### config.mk
export PLATFORM = sky130hd
export DESIGN_NAME = bus_cycle_ctrl
export DESIGN_NICKNAME = d
export VERILOG_FILES = /design/src/rtl/bus_pkg.sv /design/src/rtl/wait_counter.sv /design/src/rtl/bus_cycle_ctrl.sv
export SDC_FILE = /design/constraint.sdc
export NUM_CORES = 1
export LEC_CHECK = 0
export ABC_AREA = 1
export ABC_CLOCK_PERIOD_IN_PS = 1840
export CORE_MARGIN = 8
export CORE_UTILIZATION = 44
export CTS_BUF_LIST = sky130_fd_sc_hd__clkbuf_4 sky130_fd_sc_hd__clkbuf_8
export CTS_CLUSTER_DIAMETER = 40
export CTS_CLUSTER_SIZE = 30
export DETAILED_ROUTE_END_ITERATION = 16
export PLACE_DENSITY = 0.81
export SYNTH_ARGS = -nofsm -noshare
export SYNTH_HDL_FRONTEND = slang
export SYNTH_SLANG_ARGS = --single-unit
### constraint.sdc
create_clock -name phi1 -period 1.84 [get_ports phi1]
set_clock_uncertainty 0.15 [all_clocks]
set_input_delay 0.368 -clock phi1 [delete_from_list [all_inputs] [get_ports phi1]]
set_output_delay 0.368 -clock phi1 [all_outputs]
set_load 0.05 [all_outputs]
### src/rtl/bus_pkg.sv
// Shared definitions for the 8085-style bus cycle controller and its decode sequencer.
//   - machine-cycle type encodings (mc_type)
//   - bus controller state enum
//   - one-hot T-state indicator constants, bit order {T1,T2,T3,T4,T5,T6,Treset}
//   - small decode helpers for cycle direction, IO/M and S1/S0 status
package bus_pkg;

  typedef enum logic [2:0] {
    McOf   = 3'b000,
    McMr   = 3'b001,
    McMw   = 3'b010,
    McIor  = 3'b011,
    McIow  = 3'b100,
    McHalt = 3'b101
  } mc_type_e;

  typedef enum logic [3:0] {
    StTreset,
    StT1,
    StT2,
    StTwait,
    StT3,
    StT4,
    StT5,
    StT6,
    StThalt,
    StThold
  } bus_state_e;

  localparam logic [6:0] TsT1     = 7'b1000000;
  localparam logic [6:0] TsT2     = 7'b0100000;
  localparam logic [6:0] TsT3     = 7'b0010000;
  localparam logic [6:0] TsT4     = 7'b0001000;
  localparam logic [6:0] TsT5     = 7'b0000100;
  localparam logic [6:0] TsT6     = 7'b0000010;
  localparam logic [6:0] TsTreset = 7'b0000001;
  localparam logic [6:0] TsNone   = 7'b0000000;

  // 110/111 are reserved and never accepted.
  function automatic logic mc_type_valid(input logic [2:0] t);
    return t <= 3'b101;
  endfunction

  function automatic logic mc_is_read(input logic [2:0] t);
    return (t == McOf) || (t == McMr) || (t == McIor);
  endfunction

  function automatic logic mc_is_write(input logic [2:0] t);
    return (t == McMw) || (t == McIow);
  endfunction

  function automatic logic mc_is_io(input logic [2:0] t);
    return (t == McIor) || (t == McIow);
  endfunction

  // {S1,S0}: fetch 11, read 10, write 01, halt 00.
  function automatic logic [1:0] mc_status(input logic [2:0] t);
    logic [1:0] s;
    case (t)
      McOf:         s = 2'b11;
      McMr, McIor:  s = 2'b10;
      McMw, McIow:  s = 2'b01;
      default:      s = 2'b00;
    endcase
    return s;
  endfunction

endpackage

### src/rtl/wait_counter.sv
// Wait-state limiter for the bus cycle controller.
// Counts consecutive TWAIT cycles in which READY is still low. When the limit is reached
// o_expire forces the controller on to T3 and the sticky o_wait_err flag is set.
// MAX_WAIT = 0 disables the limit (o_expire never asserts).
// Ports:
//   i_clk      clock (rising edge)
//   i_rst_n    asynchronous active-low reset
//   i_in_wait  controller is in TWAIT this cycle
//   i_ready    external READY
//   o_expire   this TWAIT is the last one allowed; leave for T3
//   o_wait_err sticky overflow flag, cleared only by reset
module wait_counter #(
  parameter int unsigned MAX_WAIT = 0
) (
  input  logic i_clk,
  input  logic i_rst_n,
  input  logic i_in_wait,
  input  logic i_ready,
  output logic o_expire,
  output logic o_wait_err
);

  localparam int unsigned CntW     = (MAX_WAIT > 2) ? $clog2(MAX_WAIT) : 1;
  localparam bit          LimitEn  = (MAX_WAIT != 0);
  localparam logic [CntW-1:0] LastCnt = CntW'((MAX_WAIT == 0) ? 0 : MAX_WAIT - 1);

  logic [CntW-1:0] r_cnt;
  logic            r_err;
  logic            w_stall;

  // r_cnt holds the number of TWAIT cycles already completed in this wait run.
  assign w_stall    = i_in_wait && !i_ready;
  assign o_expire   = LimitEn && w_stall && (r_cnt == LastCnt);
  assign o_wait_err = r_err;

  always_ff @(posedge i_clk or negedge i_rst_n) begin
    if (!i_rst_n) begin
      r_cnt <= '0;
      r_err <= 1'b0;
    end else begin
      if (w_stall && !o_expire) begin
        r_cnt <= r_cnt + CntW'(1);
      end else begin
        r_cnt <= '0;
      end
      if (o_expire) begin
        r_err <= 1'b1;
      end
    end
  end

endmodule

### src/rtl/bus_cycle_ctrl.sv
// 8085-style bus cycle controller.
// Sequences one machine cycle (OF/MR/MW/IOR/IOW/HALT) per accepted request through
// T1, T2, optional TWAIT, T3 and, for opcode fetch, T4 (and T5/T6 when mc_long).
// Also handles HALT (THALT until intr) and bus hold (THOLD with hlda).
// Ports:
//   phi1, reset_n                  clock, asynchronous active-low reset
//   mc_req/mc_type/mc_long         request from the sequencer
//   mc_addr/mc_wdata               cycle address and write data
//   ready, hold, intr, ad_in       external READY, HOLD, wake-from-halt, AD input
//   mc_ack, mc_done                accept pulse, completion pulse
//   rdata                          data captured at the end of T3 of read cycles
//   ad_out/ad_oe, a_hi/bus_oe      multiplexed AD bus, upper address and bus enable
//   ALE, RDn, WRn, IOMn, S1, S0    bus control pins
//   hlda                           hold acknowledge
//   t_state                        one-hot {T1,T2,T3,T4,T5,T6,Treset}
//   wait_err                       sticky wait-limit overflow
module bus_cycle_ctrl
  import bus_pkg::*;
#(
  parameter int unsigned MAX_WAIT = 0
) (
  input  logic        phi1,
  input  logic        reset_n,
  input  logic        mc_req,
  input  logic [2:0]  mc_type,
  input  logic        mc_long,
  input  logic [15:0] mc_addr,
  input  logic [7:0]  mc_wdata,
  input  logic        ready,
  input  logic        hold,
  input  logic        intr,
  input  logic [7:0]  ad_in,
  output logic        mc_ack,
  output logic        mc_done,
  output logic [7:0]  rdata,
  output logic [7:0]  ad_out,
  output logic        ad_oe,
  output logic [7:0]  a_hi,
  output logic        bus_oe,
  output logic        ALE,
  output logic        RDn,
  output logic        WRn,
  output logic        IOMn,
  output logic        S1,
  output logic        S0,
  output logic        hlda,
  output logic [6:0]  t_state,
  output logic        wait_err
);

  bus_state_e  r_state;
  bus_state_e  w_state_d;
  logic [2:0]  r_type;
  logic        r_long;
  logic [15:0] r_addr;
  logic [7:0]  r_wdata;
  logic [7:0]  r_rdata;

  logic        w_final;
  logic        w_accept;
  logic        w_expire;
  logic        w_in_cycle;
  logic        w_is_read;
  logic        w_is_write;
  bus_state_e  w_end_next;

  assign w_is_read  = mc_is_read(r_type);
  assign w_is_write = mc_is_write(r_type);

  // Last T-state of the current machine cycle; doubles as an accept point.
  assign w_final = ((r_state == StT3) && (r_type != McOf)) ||
                   ((r_state == StT4) && !r_long) ||
                   (r_state == StT6);

  // Hold has priority over a new request; reserved types are never acknowledged.
  assign w_accept = ((r_state == StTreset) || w_final) && mc_req && !hold &&
                    mc_type_valid(mc_type);

  // Gated so that a request held during reset cannot pulse mc_ack.
  assign mc_ack  = w_accept && reset_n;
  assign mc_done = w_final || ((r_state == StThalt) && intr);

  assign w_end_next = hold ? StThold : (w_accept ? StT1 : StTreset);

  wait_counter #(
    .MAX_WAIT (MAX_WAIT)
  ) u_wait_counter (
    .i_clk      (phi1),
    .i_rst_n    (reset_n),
    .i_in_wait  (r_state == StTwait),
    .i_ready    (ready),
    .o_expire   (w_expire),
    .o_wait_err (wait_err)
  );

  always_ff @(posedge phi1 or negedge reset_n) begin
    if (!reset_n) begin
      r_state <= StTreset;
      r_type  <= 3'b000;
      r_long  <= 1'b0;
      r_addr  <= 16'h0000;
      r_wdata <= 8'h00;
      r_rdata <= 8'h00;
    end else begin
      r_state <= w_state_d;
      if (w_accept) begin
        r_type  <= mc_type;
        r_long  <= mc_long;
        r_addr  <= mc_addr;
        r_wdata <= mc_wdata;
      end
      if ((r_state == StT3) && w_is_read) begin
        r_rdata <= ad_in;
      end
    end
  end

  always_comb begin
    w_state_d = r_state;
    case (r_state)
      StTreset: w_state_d = w_end_next;
      StT1:     w_state_d = (r_type == McHalt) ? StThalt : StT2;
      StT2:     w_state_d = ready ? StT3 : StTwait;
      StTwait:  w_state_d = (ready || w_expire) ? StT3 : StTwait;
      StT3:     w_state_d = (r_type == McOf) ? StT4 : w_end_next;
      StT4:     w_state_d = r_long ? StT5 : w_end_next;
      StT5:     w_state_d = StT6;
      StT6:     w_state_d = w_end_next;
      StThalt:  w_state_d = intr ? StTreset : StThalt;
      StThold:  w_state_d = hold ? StThold : StTreset;
      default:  w_state_d = StTreset;
    endcase
  end

  // Status (IO/M, S1/S0, upper address) is held for the whole cycle including THALT.
  assign w_in_cycle = (r_state != StTreset) && (r_state != StThold);
  assign a_hi       = w_in_cycle ? r_addr[15:8] : 8'h00;
  assign rdata      = r_rdata;

  always_comb begin
    ALE      = 1'b0;
    RDn      = 1'b1;
    WRn      = 1'b1;
    IOMn     = 1'b0;
    {S1, S0} = 2'b00;
    ad_out   = 8'h00;
    ad_oe    = 1'b0;
    bus_oe   = 1'b1;
    hlda     = 1'b0;
    t_state  = TsNone;
    if (w_in_cycle) begin
      IOMn     = mc_is_io(r_type);
      {S1, S0} = mc_status(r_type);
    end
    case (r_state)
      StTreset: t_state = TsTreset;
      StT1: begin
        t_state = TsT1;
        ALE     = 1'b1;
        ad_out  = r_addr[7:0];
        ad_oe   = 1'b1;
      end
      StT2, StTwait, StT3: begin
        if (r_state == StT2) t_state = TsT2;
        if (r_state == StT3) t_state = TsT3;
        if (w_is_read) begin
          RDn = 1'b0;
        end
        if (w_is_write) begin
          WRn    = 1'b0;
          ad_out = r_wdata;
          ad_oe  = 1'b1;
        end
      end
      StT4:    t_state = TsT4;
      StT5:    t_state = TsT5;
      StT6:    t_state = TsT6;
      StThold: begin
        hlda   = 1'b1;
        bus_oe = 1'b0;
      end
      default: t_state = TsNone;
    endcase
  end

endmodule

== Yosys cells after proc, flatten, opt, wreduce, memory -nomap -nowiden ==
Cells that the tools add are included.

* Register bits after elaboration: 40
* Latch bits: 0
* Memory bits (writable): 0
* ROM bits: 0
* Memories kept: 0

* Add/sub/neg operators: 0
* Multiply operators: 0
* Divide/modulo/power cells: 0
* Order comparisons: 1
* Equality and inequality tests: 15
* Shift operators: 0
* Mux-type cells: 28
* Bitwise operators: 0
* Reduce and logical (&&, ||, !) cells: 28

{| class="wikitable"
|+ Operator list
! operator !! number
|-
| case mux 7 bit (6 select lines) || 1
|-
| case mux 4 bit (8 select lines) || 1
|-
| two-way mux 4 bit || 6
|-
| == test 4 x 3 -> 1 bit (second input constant) || 4
|-
| two-way mux 8 bit || 2
|-
| case mux 8 bit (2 select lines) || 1
|-
| two-way mux 1 bit || 12
|-
| logical AND 1 bit || 9
|-
| == test 4 x 2 -> 1 bit (second input constant) || 2
|-
| == test 4 bit (second input constant) || 2
|-
| logical OR 1 bit || 8
|-
| OR reduction 2 bit || 4
|-
| two-way mux 7 bit || 1
|-
| == test 3 x 2 -> 1 bit (second input constant) || 2
|-
| == test 3 bit (second input constant) || 2
|-
| two-way mux 6 bit || 1
|-
| case mux 2 bit (3 select lines) || 1
|-
| == test 4 x 1 -> 1 bit (second input constant) || 1
|-
| zero test 4 bit || 1
|-
| != test 4 bit (second input constant) || 1
|-
| nonzero test 4 bit || 1
|-
| == test 3 x 1 -> 1 bit (second input constant) || 1
|-
| less-or-equal comparator 3 bit (second input constant) || 1
|-
| zero test 3 bit || 1
|-
| 5 further kinds || 6
|}

== Logic depth before layout (Yosys ltp) ==
* Word-level depth: 12
* Mapped depth: 10
* Mapped depth without buffers: 9

== By module ==
A second synthesis with hierarchy kept.

* Cells, all modules: 265
* Area, all modules: 2,158.3 µm²

{| class="wikitable"
|+ By module, submodules not included
! module !! instances !! cells each !! area an instance (µm²)
|-
| bus_cycle_ctrl || 1 || 262 || 2,139.6
|-
| wait_counter || 1 || 3 || 18.8
|}

== Worst setup path after synthesis ==
Ideal clock, no wire load.

* Kind: reg2out
* Start: register r_state[0]
* End: output port IOMn
* Arrival time: 2.144 ns
* Data required time: 1.322 ns
* Setup slack: -0.822 ns
* Cell stages (with the launch flop): 6
* Buffers on the path: 0
* Path through: dfrtp_1 inv_2 nor2_1 nand3_1 nand2_1 nor3_1

* Longest elaborated chain between the ends: 3
* Elaborated cells on any way between the ends: 4
* Those cells by class: eq/ne (1); mux (1); reduce/logical (2)

{| class="wikitable"
|+ Ends and longest elaborated chain
! element !! RTL line !! source
|-
| start: declaration || bus_cycle_ctrl.sv:51 || <nowiki>bus_state_e r_state;</nowiki>
|-
| start signal: assignment || bus_cycle_ctrl.sv:98 || <nowiki>r_state <= StTreset;</nowiki>
|-
| start signal: assignment || bus_cycle_ctrl.sv:105 || <nowiki>r_state <= w_state_d;</nowiki>
|-
| != test 4 bit / nonzero test 4 bit (equally long branches) || bus_cycle_ctrl.sv:136 || <nowiki>assign w_in_cycle = (r_state != StTreset) && (r_state != StThold);</nowiki>
|-
| logical AND 1 bit * || bus_cycle_ctrl.sv:136 ||
|-
| two-way mux 1 bit * || bus_cycle_ctrl.sv:151 || <nowiki>if (w_in_cycle) begin</nowiki>
|-
| end: declaration || bus_cycle_ctrl.sv:43 || <nowiki>output logic IOMn,</nowiki>
|}

Every way passes the cells marked *; elsewhere a longest branch is shown, timed or not.

== Worst setup path after layout ==
* Start: register r_state[0]
* End: output port mc_ack

* Longest elaborated chain between the ends: 9
* Elaborated cells on any way between the ends: 13
* Those cells by class: eq/ne (3); reduce/logical (10)

{| class="wikitable"
|+ Ends and longest elaborated chain
! element !! RTL line !! source
|-
| == test 4 x 3 -> 1 bit (on tied branches) || bus_cycle_ctrl.sv:71, bus_cycle_ctrl.sv:72 ||
|-
| logical AND 1 bit (on tied branches) || bus_cycle_ctrl.sv:71, bus_cycle_ctrl.sv:72 ||
|-
| logical OR 1 bit || bus_cycle_ctrl.sv:71 || <nowiki>assign w_final = ((r_state == StT3) && (r_type != McOf)) ||</nowiki>
|-
| logical OR 1 bit || bus_cycle_ctrl.sv:72 || <nowiki>((r_state == StT4) && !r_long) ||</nowiki>
|-
| logical OR 1 bit * || bus_cycle_ctrl.sv:76 || <nowiki>assign w_accept = ((r_state == StTreset) || w_final) && mc_req && !hold &&</nowiki>
|-
| logical AND 1 bit * (3 in series) || bus_cycle_ctrl.sv:76 ||
|-
| logical AND 1 bit * || bus_cycle_ctrl.sv:80 || <nowiki>assign mc_ack = w_accept && reset_n;</nowiki>
|-
| end: declaration || bus_cycle_ctrl.sv:33 || <nowiki>output logic mc_ack,</nowiki>
|}

Marked as above.

==> impl_metrics.yaml <==
worst_setup_path:
  path_class: "flop to output pin"
  end_kind: "output pin"
  worstPathRequired_ns: 1.32
  path_max_fanout: 3
  worstSetupStartpointType: "flop"
  worstPathArrival_ns: 1.65
drt:
  routed_via_density: 5.19
  drc: 0
  wl_um: 8020
  drt_iter0_drc: 247
  wl_per_cell_um: 17.8
  postRouteAntennaNets: 0
  vias: 2344
  dr.pass1.iters: 5
synth:
  synthFlopType: "dfrtp_1"
  synth_area_um2: 2160
  synth_nets: 307
  syn_inst: 265
  ys_ff_latch: 40
  ys_seq_area_share_pct: 46.2
  async_flop_share_pct: 100
  synth.avg_cell_area_um2: 8.17
  ys.warnings.count: 0
  synth_edf_count: 0
  synth.distinct_cells: 27
global_routing:
  antenna_found_initial: 0
  track_usage_pct: 19.8
  grt_max_degree: 41
  grt_pass1_vias: 2397
  overflow: 0
  grt_pass1_wl_um: 11700
floorplanning:
  core_um2: 4720
  start_util_pct: 45.8
  boundaryPins: 85
  die_height_um: 86.1
  die_w_um: 86.1
  dieArea_um2: 7420
  rows: 25
place:
  dp.cells: 431
  place_congestion: 0.851
  dpl.hpwl_um: 5010
  place_area_um2: 3710
  numPortBuffers: 83
  post-place-ws_ns: -0.171
clock_tree:
  cts_buffers: 5
  clock_sinks: 40
  cts_tree: "yes"
  cts_root_buf: "clkbuf_8"
  clk_path_buf_depth: 2
  clk_latency_ns: 0.29
  hold_buffers: 0
  clkTransAtPathRegs_ns: 0.08
  htreeDepth: 2
timing:
  max_slew_margin_pct: 66.3
  setup_slack_ns: -0.327
  min_period_ns: 2.17
  finalCritPeriodShare_pct: 118
  finalSetupTns_ns: -7.96
  rsz0062_at_grt: "yes"
  tightest_slew_ns: 0.506
  setup_viol: 45
  slew_viol_final: 0
  hold_viol: 0
  holdWs_ns: 0.0117
  fmax_mhz: 462
power:
  power_mw: 8.82
  peakVddDrop_mv: 1.17
  leakagePower_nw: 1.93
  pwr_density_cell_nw_per_um2: 2140
status:
  violations: "negative setup slack"
  outcome: "finished with violations"
min_path:
  min_path_type: "primary input to async pin"
final_layout:
  finalNonFillerCells: 452
  syn2layout_area_growth_pct: 90.1
  utilization_pct: 87.1
  final_layout_size_suffix_gt1_share_pct: 45.2
  diodes: 0
  fin_area_um2: 4110
  nets: 426
flow_run:
  cap_viol_max_count: 0
[timing repair]
action | CTS | global route
gates cloned | 1 | 0
pin swaps | 6 | 6
resized for setup | 36 | 22
buffers inserted | 8 | 7
endpoints found under the setup margin | 33 | 67
[area by class of cell]
type	count	area, µm²
timing repair buffer	125	1540
multi-input combinational	184	1270
sequential	40	1000
fill	235	609
inverter	28	121
tap	67	83.8
clock buffer	5	68.8
clock inverter	3	23.8
[sequential cells by signal (all words and copies together) (netlist names)]
register / cells
rdata: 8
r_addr: 16
r_wdata: 8
r_long: 1
r_state: 4
r_type: 3
[cell families after synthesis]
kind of cell    synth area share (%)
simple gates                    36.9
flops                           46.2
mux                             4.16
other cells                    0.173
compound gates                  2.77
buf+inv                         9.71
[Yosys cell counts, types with 3 or more instances]
master	instances	area [µm²]
a21oi_1	4	20.0
nand3_2	10	100
nand2_1	87	327
inv_1	23	86.3
inv_2	5	18.8
nor2_1	20	75.1
mux2_1	3	33.8
buf_2	5	25.0
dfrtp_1	40	1000
nand2_4	4	45.0
nand3_1	35	175
buf_4	5	37.5
mux2_2	5	56.3
[final timing paths]
check	start	endpoint	slack, ns	cells after the start
setup / recovery	r_state[0]	mc_ack	-0.33	9
hold / removal	reset_n	r_type[0]	0.01	2
setup reg to reg	r_state[0]	r_wdata[1]	-0.05	9
hold reg to reg	r_addr[5]	r_addr[5]	0.32	2
max in group asynchronous	reset_n	r_state[2]	1.15	2
min in group phi1	r_addr[5]	r_addr[5]	0.32	2
[cell usage in the layout (no fill, tap or decap), types with 3 or more instances in the layout]
cell	count
nand2_2	3
nand3_4	3
nand2_1	72
buf_6	18
nand3_1	30
buf_4	31
clkdlybuf4s50_1	40
clkbuf_8	5
dfrtp_2	3
nor2_4	16
mux2_2	5
inv_1	17
clkinvlp_4	3
dfrtp_1	37
nand3_2	13
inv_2	7
buf_12	35
nor2_1	4
nand2_4	18
mux2_1	3
[power by group]
part	internal (mW)	leakage [nW]	switching (mW)
Clock	0.268	0.0404	0.322
Sequential	1.29	0.494	0.287
Combinational	2.81	1.39	3.84
Total	4.37	1.93	4.45
[layer usage]
layer	up-vias	track usage [%]	part of all wire [%]
met3	18	4.11	8.2
met1	1133	24.1	38
met4	0	7.96	2.5
li1	1072	-	-
met5	-	0	0
met2	121	33.1	51
[critical path: stages, from the launching register on]
cell and delay (ns):
dfrtp_1 0.42, inv_2 0.13, nand2_4 0.09, buf_6 0.13
nor2_4 0.11, nand2_4 0.08, nand3_4 0.10, nand2_4 0.06
nor2_4 0.10, buf_12 0.14
Power figures use the tool's default switching activity.
